==> config.mk <==
export PLATFORM = sky130hd
export DESIGN_NAME = ram_bridge_tx
export DESIGN_NICKNAME = d
export VERILOG_FILES = /design/src/rtl/ram_bridge_tx.sv
export SDC_FILE = /design/constraint.sdc
export NUM_CORES = 1
export LEC_CHECK = 0
export ABC_AREA = 1
export CORE_MARGIN = 4
export CORE_UTILIZATION = 58
export CTS_BUF_LIST = sky130_fd_sc_hd__clkbuf_2 sky130_fd_sc_hd__clkbuf_4 sky130_fd_sc_hd__clkbuf_8
export DETAILED_ROUTE_END_ITERATION = 6
export MAX_ROUTING_LAYER = met4
export PLACE_DENSITY = 0.87
export SLEW_MARGIN = 10
export SYNTH_ARGS = -nofsm -noshare
export SYNTH_HDL_FRONTEND = slang
export SYNTH_SLANG_ARGS = --single-unit
==> constraint.sdc <==
create_clock -name clk_in -period 3.65 [get_ports clk_in]
set_input_delay 0.5475 -clock clk_in [delete_from_list [all_inputs] [get_ports clk_in]]
set_output_delay 0.5475 -clock clk_in [all_outputs]
set_load 0.1 [all_outputs]
==> src/rtl/ram_bridge_tx.sv <==
// rtl/ram_bridge_tx.sv - RAM bridge UART transmitter: {addr,data} -> HEADER + 8 LE bytes as 8N1
// Optional checksum byte (XOR of payload) enabled by RAM_BRIDGE_TX_CHECKSUM_EN.
module ram_bridge_tx #(
  parameter int         CLOCKS_PER_BAUD = 16,
  parameter logic [7:0] HEADER          = 8'h57
) (
  input  logic        clk_in,
  input  logic        rst_in,
  input  logic [31:0] addr_in,
  input  logic [31:0] data_in,
  input  logic        valid_in,
  output logic        ready_out,
  output logic        tx_out,
  output logic        busy_out
);

  localparam int BAUD_W = (CLOCKS_PER_BAUD > 1) ? $clog2(CLOCKS_PER_BAUD) : 1;
  localparam logic [BAUD_W-1:0] BAUD_LAST = BAUD_W'(CLOCKS_PER_BAUD - 1);
`ifdef RAM_BRIDGE_TX_CHECKSUM_EN
  localparam int FRAME_BYTES = 10;
`else
  localparam int FRAME_BYTES = 9;
`endif
  localparam logic [3:0] LAST_BYTE = 4'(FRAME_BYTES - 1);

  typedef enum logic [1:0] {IDLE, START, DATA, STOP} state_t;

  state_t            state, state_n;
  logic [BAUD_W-1:0] baud_cnt, baud_n;
  logic [2:0]        bit_cnt, bit_n;
  logic [3:0]        byte_cnt, byte_n;
  logic              tx_q, tx_n;
  logic [63:0]       hold;
  logic              accept;
  logic [2:0]        pay_idx;
  logic [7:0]        frame_byte;

`ifdef RAM_BRIDGE_TX_CHECKSUM_EN
  logic [7:0] checksum;
  always_comb begin
    checksum = '0;
    for (int i = 0; i < 8; i++) checksum = checksum ^ hold[i*8 +: 8];
  end
`endif

  // Byte 0 is the header, bytes 1..8 walk the hold register low byte first.
  assign pay_idx = 3'(byte_cnt - 4'd1);
  always_comb begin
    frame_byte = 8'hFF;
    if (byte_cnt == 4'd0)
      frame_byte = HEADER;
    else if (byte_cnt <= 4'd8)
      frame_byte = hold[{pay_idx, 3'b000} +: 8];
`ifdef RAM_BRIDGE_TX_CHECKSUM_EN
    else
      frame_byte = checksum;
`endif
  end

  always_comb begin
    state_n = state;
    baud_n  = baud_cnt;
    bit_n   = bit_cnt;
    byte_n  = byte_cnt;
    tx_n    = tx_q;
    accept  = 1'b0;
    case (state)
      IDLE: begin
        tx_n = 1'b1;
        if (valid_in) begin
          accept  = 1'b1;
          state_n = START;
          tx_n    = 1'b0;
          baud_n  = '0;
          bit_n   = '0;
          byte_n  = '0;
        end
      end
      START: begin
        if (baud_cnt == BAUD_LAST) begin
          baud_n  = '0;
          bit_n   = '0;
          state_n = DATA;
          tx_n    = frame_byte[0];
        end else begin
          baud_n = baud_cnt + 1'b1;
        end
      end
      DATA: begin
        if (baud_cnt == BAUD_LAST) begin
          baud_n = '0;
          if (bit_cnt == 3'd7) begin
            state_n = STOP;
            tx_n    = 1'b1;
          end else begin
            bit_n = bit_cnt + 3'd1;
            tx_n  = frame_byte[bit_cnt + 3'd1];
          end
        end else begin
          baud_n = baud_cnt + 1'b1;
        end
      end
      STOP: begin
        if (baud_cnt == BAUD_LAST) begin
          baud_n = '0;
          if (byte_cnt == LAST_BYTE) begin
            state_n = IDLE;
            byte_n  = '0;
            tx_n    = 1'b1;
          end else begin
            state_n = START;
            byte_n  = byte_cnt + 4'd1;
            tx_n    = 1'b0;
          end
        end else begin
          baud_n = baud_cnt + 1'b1;
        end
      end
      default: begin
        state_n = IDLE;
        tx_n    = 1'b1;
      end
    endcase
  end

  always_ff @(posedge clk_in) begin
    if (rst_in) begin
      state    <= IDLE;
      baud_cnt <= '0;
      bit_cnt  <= '0;
      byte_cnt <= '0;
      tx_q     <= 1'b1;
      hold     <= '0;
    end else begin
      state    <= state_n;
      baud_cnt <= baud_n;
      bit_cnt  <= bit_n;
      byte_cnt <= byte_n;
      tx_q     <= tx_n;
      if (accept) hold <= {data_in, addr_in};
    end
  end

  assign tx_out    = tx_q;
  assign ready_out = (state == IDLE);
  assign busy_out  = ~ready_out;

endmodule
==> results of run 1 <==
==> kinds of logic after synthesis <==
kind of cell	count (synthesis)
AND/OR/NAND/NOR	256
AO/OA/AOI/OAI	125
flip-flops	78
XOR/XNOR	1
buffers and inverters	82
adder cells (fa/ha/maj)	11
==> worst max path at each step <==
stage | end | slack, ns
after floorplan | bit_cnt[1]$_SDFFE_PP0P_ | 0.61
after global placement | hold[27]$_SDFFE_PP0P_ | 1.15
after detailed placement | hold[37]$_SDFFE_PP0P_ | 1.12
after CTS | tx_out$_SDFFE_PP1P_ | 1.10
after global routing | tx_out$_SDFFE_PP1P_ | 0.74
final | tx_out$_SDFFE_PP1P_ | 1.08
==> cell usage after synthesis, drive strengths merged <==
cell type | n | share of area (%)
nand4 | 1 | 0.17
clkinv | 1 | 0.099
clkbuf | 21 | 2.1
nor3 | 1 | 0.13
a211oi | 4 | 0.79
buf | 10 | 2.7
nand2 | 93 | 9.4
nor2 | 114 | 11
xor2 | 1 | 0.23
a21oi | 33 | 4.4
nand3 | 47 | 6.5
a221oi | 2 | 0.46
o21ai | 81 | 11
inv | 50 | 5.2
dfxtp | 78 | 41
o31ai | 2 | 0.40
o211ai | 3 | 0.59
ha | 11 | 3.6
==> where the power goes <==
| part | switching [µW] | leakage [µW] | internal (µW) |
|---|---|---|---|
| clock network | 314 | 0.000107 | 402 |
| logic | 1060 | 0.00118 | 525 |
| registers | 119 | 0.000645 | 1060 |
==> layout make-up <==
class / count / share of cell area, %
clock buffer: 11 / 2.99
clock inverter: 5 / 1.81
inverter: 51 / 4.29
multi-input combinational: 393 / 39.8
sequential: 78 / 33.6
tap: 77 / 2.08
timing repair buffer: 73 / 15.4
==> per-stage QoR <==
stage               hold WS, ns  cell area (µm²)  util [%]
floorplan                 0.429             3780         -
finish                    0.457             4640      73.1
global route              0.485             4640      73.1
CTS                       0.458             4640      73.1
detailed placement        0.452             4420      69.6
global placement          0.445             4420      69.6
==> registers in the layout, indices dropped and copies added, names as in the netlist <==
register  cells
bit_cnt       3
baud_cnt      4
hold         64
byte_cnt      4
tx_out        1
state         2
==> per-layer routing <==
layer	wire length, µm	track usage, %
met3	511	3.45
met1	4060	30.6
met2	4410	41.6
met4	159	10.0
met5	0	-
==> worst min-delay path, stage by stage, from the launching register on <==
cell and delay (ns):
sky130_fd_sc_hd__dfxtp_1 0.30, sky130_fd_sc_hd__inv_1 0.06, sky130_fd_sc_hd__a21oi_1 0.05
==> parameters.txt, run 1 <==
Parameter                              Value

Synthesis
  Sequential share of the synthesized area    approximately two fifths
  Adder-cell share of the synthesized area    3.64%
  Synthesized-area fraction occupied by ao, oa, aoi and oai cells    roughly 17%
  Yosys cell types    26
  #FFs+latches synth    just under 80
  Post-Synthesis Mean Instance Area    approximately 6.8 µm²
  Multiplexer share of the synthesized area    0%
  Post-Synth Simple-Gate Area    27.5%
  Post-Syn Area    around 3800 µm²
  Yosys warnings    0
  Largest family of logic cells by synthesized area    simple AND/OR/NAND/NOR gates
  Net count of the mapped netlist    ~630
  Area share of xor/xnor cells in the synthesized design    0.231%
  Instance count of the mapped netlist    between 500 and 600

Detailed routing
  Total via count in the routed design    3664
  Drt total wl    ~9 mm
  Detail Route Antenna Nets    0
  DRC violation count after routing    0
  First-pass detailed-route iteration total    7
  Number of DRC violations after detailed-routing iteration 0    around 280
  Average detailed-routed wire length per instance    ~13 µm
  Via-to-Cell Ratio    5.33

Timing
  Total of endpoints with negative setup slack in the final report    0
  Maximum frequency from static timing analysis    between 0.3 and 0.4 GHz
  Worst path setup slack after routing    between 1 and 1.5 ns
  Setup tns final    0 ns
  Final critical delay including setup and external delays    between 2 and 3 ns
  Post-route fraction of the period consumed by the critical path    70.4%
  Worst Skew    between 0.006 and 0.007 ns
  Slew margin rel.    a little over a third
  Transition time at the pin with the least slew margin    a little under 1 ns
  Final Slew Violations    0
  Final Hold Violating Endpoints    0
  RSZ-0062 raised after global routing    no

Floorplanning
  Die Span Y    a little under 90 µm
  Horizontal extent of the die    88.8 µm
  Area of the die    7880 µm²
  Number of core rows    29
  CORE AREA    about 6300 µm²
  Initial core utilization    between 50 and 60%
  Number of primary I/O pins    70

Clocking
  H-tree Lvls    3
  CTS tree    built
  Cell at the root of the clock tree    sky130_fd_sc_hd__clkbuf_8
  Buffers inserted during post-CTS setup optimization    0
  Clock latency reported for the late side of the worst-skew pair    0.35 ns
  Clk sink count    between 70 and 80
  Number of buffers on the longest clock path    2
  TritonCTS buffer count    9
  Count of hold-fix buffers inserted at cts    0
  Number of resized instances in the post-cts repair step    0
  Clock-pin slew of the registers on the worst-case setup and hold paths    approximately 0.08 ns

Global route
  Remaining global-route overflow    0
  Maximum number of pins on one net before global-route repair    between 50 and 60
  Aggregate global-route resource usage    25.1%
  Number of antenna violations at the first check in global routing    0
  First-pass GRT wire length    around 15 mm
  Number of global-route vias before repair    3429

Placed design
  Total of buffers placed on input and output ports    roughly 70
  Worst slack after detailed placement    ~1.1 ns
  DPL Wire Length    6.36 mm
  Placed Instances    672
  Final RePlAce weighted congestion    a little over 0.8

Power
  Total power after layout    approximately 3500 µW
  Pleak    just under 0.002 µW
  Worst vdd rail ir drop    about 0.65 mV
  Power density over the cells    750 nW/µm²

Setup path
  Worst reg-to-reg path cell count    15
  Reg2reg end    tx_out$_SDFFE_PP1P_
  Bufs and invs on worst path    2
  Crit path required time    between 3 and 4 ns
  Slack of the worst reg-to-reg path    approximately 1.1 ns
  Critical path peak fanout    27
  Critical Path Source Type    register
  Worst setup path category    register to register
  Worst path cell trace    inv_8 -> ha_1 -> inv_2 -> nand3_1 -> nand3_1 -> nand3_1 -> nand2_1 -> nor2_1 -> nor2_1 -> nor2_1 -> nand2_1 -> nand2_1 -> nand2_1 -> nand2_1 -> nand2_1
  Top cell by count, worst path    sky130_fd_sc_hd__nand2_1
  Capturing element type of the critical path    register
  Stages on the worst setup path    15
  Launching instance or port of the critical path    byte_cnt[0]$_SDFFE_PP0P_
  Critical register-to-register path startpoint    byte_cnt[0]$_SDFFE_PP0P_
  Worst stage delay on the critical path    0.80 ns
  Arrival time of the worst setup path    about 2.8 ns
  Kind of cell adding the most delay to the critical path    simple AND/OR/NAND/NOR gates
  Critical-path cell with the highest stage delay    sky130_fd_sc_hd__ha_1

Final layout
  Combined flip-flop and latch cell area    between 1500 and 2000 µm²
  Final Instance Count excl. Fillers    between 600 and 700
  Multi-input gate area in the final layout    1850 µm²
  Share of cells above drive strength 1    under 10%
  Number of fill cells    544
  Most common cell after layout, fill and taps aside    sky130_fd_sc_hd__nor2_1
  Commonest non-fill, non-tap cells in the layout    sky130_fd_sc_hd__nor2_1, sky130_fd_sc_hd__nand2_1, sky130_fd_sc_hd__dfxtp_1
  Final Net Count    684
  Area overhead of the layout relative to synthesis    22.6%
  ANT cells    0

Hold path
  Terminating pin of the worst hold path    hold[16]$_SDFFE_PP0P_
  Hold Path Cell Cnt    2
  Hold Crit Start    hold[16]$_SDFFE_PP0P_
  Tightest Hold Check Type    register to register

Job
  Reported max-cap violation count    0

Run status
  Outcome    finished, final reports clean
No activity file was read; power rests on OpenSTA's default activity.
==> inputs of run 2 (changes only) <==
--- a/config.mk
+++ b/config.mk
@@ -7,11 +7,11 @@
 export LEC_CHECK = 0
 export ABC_AREA = 1
 export CORE_MARGIN = 4
-export CORE_UTILIZATION = 58
+export CORE_UTILIZATION = 49
 export CTS_BUF_LIST = sky130_fd_sc_hd__clkbuf_2 sky130_fd_sc_hd__clkbuf_4 sky130_fd_sc_hd__clkbuf_8
 export DETAILED_ROUTE_END_ITERATION = 6
 export MAX_ROUTING_LAYER = met4
-export PLACE_DENSITY = 0.87
+export PLACE_DENSITY = 0.79
 export SLEW_MARGIN = 10
 export SYNTH_ARGS = -nofsm -noshare
 export SYNTH_HDL_FRONTEND = slang
==> constraint.sdc (replaced) <==
create_clock -name clk_in -period 2.3 [get_ports clk_in]
set_input_delay 0.345 -clock clk_in [delete_from_list [all_inputs] [get_ports clk_in]]
set_output_delay 0.345 -clock clk_in [all_outputs]
set_load 0.1 [all_outputs]
==> run 2 against run 1 <==
  * Via count is 0.16% lower
  * Non-clock buffer count is 6 higher
  * Power rose by 57%
  * Routed wire length is 2.3% lower
  * Clock skew decreased by 0.0019 ns
  * Clock power increased by 43%
  * Clock-buffer cell count fell by 2
  * Largest cell class unchanged
  * Largest power group unchanged
  * Highest routed layer unchanged
==> parameters.txt, run 2 (synthesis gave the netlist of run 1 again) <==
Parameter                              Value

Timing
  Worst Skew    0.00463 ns (was 0.00654 ns)
  Final Hold Violating Endpoints    0 (unchanged)
  RSZ-0062 raised after global routing    no (unchanged)
  Setup tns final    0 ns (unchanged)
  Maximum frequency from static timing analysis    0.496 GHz (was 0.389 GHz)
  Final critical delay including setup and external delays    2.02 ns (was 2.57 ns)
  Post-route fraction of the period consumed by the critical path    87.7% (was 70.4%)
  Transition time at the pin with the least slew margin    0.400 ns (was 0.962 ns)
  Slew margin rel.    73.3% (was 35.7%)
  Final Slew Violations    0 (unchanged)
  Total of endpoints with negative setup slack in the final report    0 (unchanged)

Detailed routing
  DRC violation count after routing    0 (unchanged)
  Average detailed-routed wire length per instance    12.5 µm (was 13.3 µm)
  First-pass detailed-route iteration total    5 (was 7)
  Via-to-Cell Ratio    5.11 (was 5.33)
  Total via count in the routed design    3658 (was 3664)
  Drt total wl    8.93 mm (was 9.14 mm)
  Number of DRC violations after detailed-routing iteration 0    173 (was 284)
  Detail Route Antenna Nets    0 (unchanged)

Floorplanning
  Number of core rows    31 (was 29)
  Number of primary I/O pins    70 (unchanged)
  Die Span Y    95.9 µm (was 88.8 µm)
  Horizontal extent of the die    95.9 µm (was 88.8 µm)
  Initial core utilization    51.4% (was 59.6%)
  CORE AREA    7370 µm² (was 6350 µm²)
  Area of the die    9190 µm² (was 7880 µm²)

Setup path
  Slack of the worst reg-to-reg path    0.28 ns (was 1.08 ns)
  Critical register-to-register path startpoint    byte_cnt[0]$_SDFFE_PP0P_ (unchanged)
  Capturing element type of the critical path    register (unchanged)
  Launching instance or port of the critical path    byte_cnt[0]$_SDFFE_PP0P_ (unchanged)
  Reg2reg end    tx_out$_SDFFE_PP1P_ (unchanged)
  Worst setup path category    register to register (unchanged)
  Crit path required time    2.55 ns (was 3.89 ns)
  Critical path endpoint    tx_out$_SDFFE_PP1P_ (unchanged)
  Arrival time of the worst setup path    2.27 ns (was 2.81 ns)
  Worst reg-to-reg path cell count    16 (was 15)
  Critical path peak fanout    27 (unchanged)
  Critical Path Source Type    register (unchanged)

Placed design
  DPL Wire Length    6.62 mm (was 6.36 mm)
  Placed Instances    700 (was 672)
  Final RePlAce weighted congestion    0.884 (was 0.832)
  Total of buffers placed on input and output ports    69 (unchanged)

Final layout
  Final Instance Count excl. Fillers    716 (was 688)
  Most common cell after layout, fill and taps aside    sky130_fd_sc_hd__nor2_1 (unchanged)
  Flip-flop count of the largest register after layout    64 (unchanged)
  Final Net Count    690 (was 684)
  Share of cells above drive strength 1    6.97% (was 5.40%)
  Number of fill cells    663 (was 544)
  Area overhead of the layout relative to synthesis    24.3% (was 22.6%)
  Commonest non-fill, non-tap cells in the layout    sky130_fd_sc_hd__nor2_1, sky130_fd_sc_hd__nand2_1, sky130_fd_sc_hd__dfxtp_1 (unchanged)
  Register containing the most flip-flops in the final layout    hold (unchanged)
  Largest registers in the final layout    hold: 64 flops, baud_cnt: 4 flops, byte_cnt: 4 flops (unchanged)
  ANT cells    0 (unchanged)
  Final cell utilization of the core    63.8% (was 73.1%)

Global route
  Remaining global-route overflow    0 (unchanged)
  Number of global-route vias before repair    3478 (was 3429)
  Number of antenna violations at the first check in global routing    0 (unchanged)
  Maximum number of pins on one net before global-route repair    52 (was 56)
  Aggregate global-route resource usage    21.1% (was 25.1%)
  First-pass GRT wire length    15.1 mm (about the same)

Clocking
  Clock latency reported for the late side of the worst-skew pair    0.35 ns (about the same)
  Clk sink count    78 (unchanged)
  CTS tree    built (unchanged)
  Count of hold-fix buffers inserted at cts    0 (unchanged)
  Number of buffers on the longest clock path    2 (unchanged)
  Clock-pin slew of the registers on the worst-case setup and hold paths    0.08 ns (about the same)
  TritonCTS buffer count    9 (unchanged)
  H-tree Lvls    3 (unchanged)
  Cell at the root of the clock tree    sky130_fd_sc_hd__clkbuf_8 (unchanged)
  Buffers inserted during post-CTS setup optimization    0 (unchanged)
  Number of resized instances in the post-cts repair step    0 (unchanged)

Hold path
  Tightest Hold Check Type    register to register (unchanged)

Power
  Pleak    0.00195 µW (was 0.00194 µW)
  Worst vdd rail ir drop    0.519 mV (was 0.648 mV)
  Power density over the cells    1160 nW/µm² (was 750 nW/µm²)

Run status
  Outcome    finished, final reports clean (unchanged)

Job
  Reported max-cap violation count    0 (unchanged)
## run 2: report_power, final
group | internal, µW | switching [µW] | total, µW
Clock | 504 | 517 | 1020
Sequential | 1680 | 177 | 1850
Combinational | 889 | 1690 | 2580
## run 2: final cells by class
| type | instances | area [µm²] | share of cell area [%] |
|---|---|---|---|
| Clock buffer | 9 | 124 | 2.63 |
| Clock inverter | 7 | 73.8 | 1.57 |
| Inverter | 51 | 203 | 4.31 |
| Multi-Input combinational cell | 393 | 1860 | 39.5 |
| Sequential cell | 78 | 1560 | 33.2 |
| Tap cell | 99 | 124 | 2.63 |
| Timing Repair Buffer | 79 | 758 | 16.1 |
## run 2: worst max-delay path, stage by stage (launching register included)
cell and delay [ns]:
sky130_fd_sc_hd__dfxtp_1 0.44, sky130_fd_sc_hd__inv_8 0.12, sky130_fd_sc_hd__ha_1 0.35, sky130_fd_sc_hd__inv_2 0.18
sky130_fd_sc_hd__nand3_1 0.10, sky130_fd_sc_hd__nand3_1 0.09, sky130_fd_sc_hd__nand3_1 0.07, sky130_fd_sc_hd__nand2_1 0.08
sky130_fd_sc_hd__inv_2 0.03, sky130_fd_sc_hd__nor2_1 0.08, sky130_fd_sc_hd__nor2_1 0.05, sky130_fd_sc_hd__nor2_1 0.08
sky130_fd_sc_hd__nand2_1 0.06, sky130_fd_sc_hd__nand2_1 0.05, sky130_fd_sc_hd__nand2_1 0.05, sky130_fd_sc_hd__nand2_1 0.06
sky130_fd_sc_hd__nand2_1 0.04
## run 2: through the flow
stage	cell area (µm²)	hold WS, ns	total power [µW]	setup slack, ns
2_1_floorplan	3800	0.429	3910	0.0491
3_3_place_gp	4510	0.444	4390	0.339
3_5_place_dp	4510	0.446	4460	0.297
4_1_cts	4700	0.457	5470	0.272
5_1_grt	4700	0.491	5930	0.0634
6_report	4700	0.458	5460	0.282
## run 2: worst min path at each step
stage,startpoint,end,slack [ns],depth (start not counted)
finish,hold[0]$_SDFFE_PP0P_,hold[0]$_SDFFE_PP0P_,0.46,2
global route,hold[0]$_SDFFE_PP0P_,hold[0]$_SDFFE_PP0P_,0.49,2
CTS,hold[0]$_SDFFE_PP0P_,hold[0]$_SDFFE_PP0P_,0.46,2
detailed placement,hold[0]$_SDFFE_PP0P_,hold[0]$_SDFFE_PP0P_,0.45,2
global placement,hold[0]$_SDFFE_PP0P_,hold[0]$_SDFFE_PP0P_,0.44,2
floorplan,hold[16]$_SDFFE_PP0P_,hold[16]$_SDFFE_PP0P_,0.43,2
## run 2: layer usage
layer  GRT usage (%)  wire length, µm  vias up  share of wire (%)
li1                -                -     1900                  -
met1            26.0             4080     1647                 46
met2            34.5             4230       95                 47
met3            4.22              443       16                5.0
met4            7.35              168        0                1.9
met5               -                0        -                  0
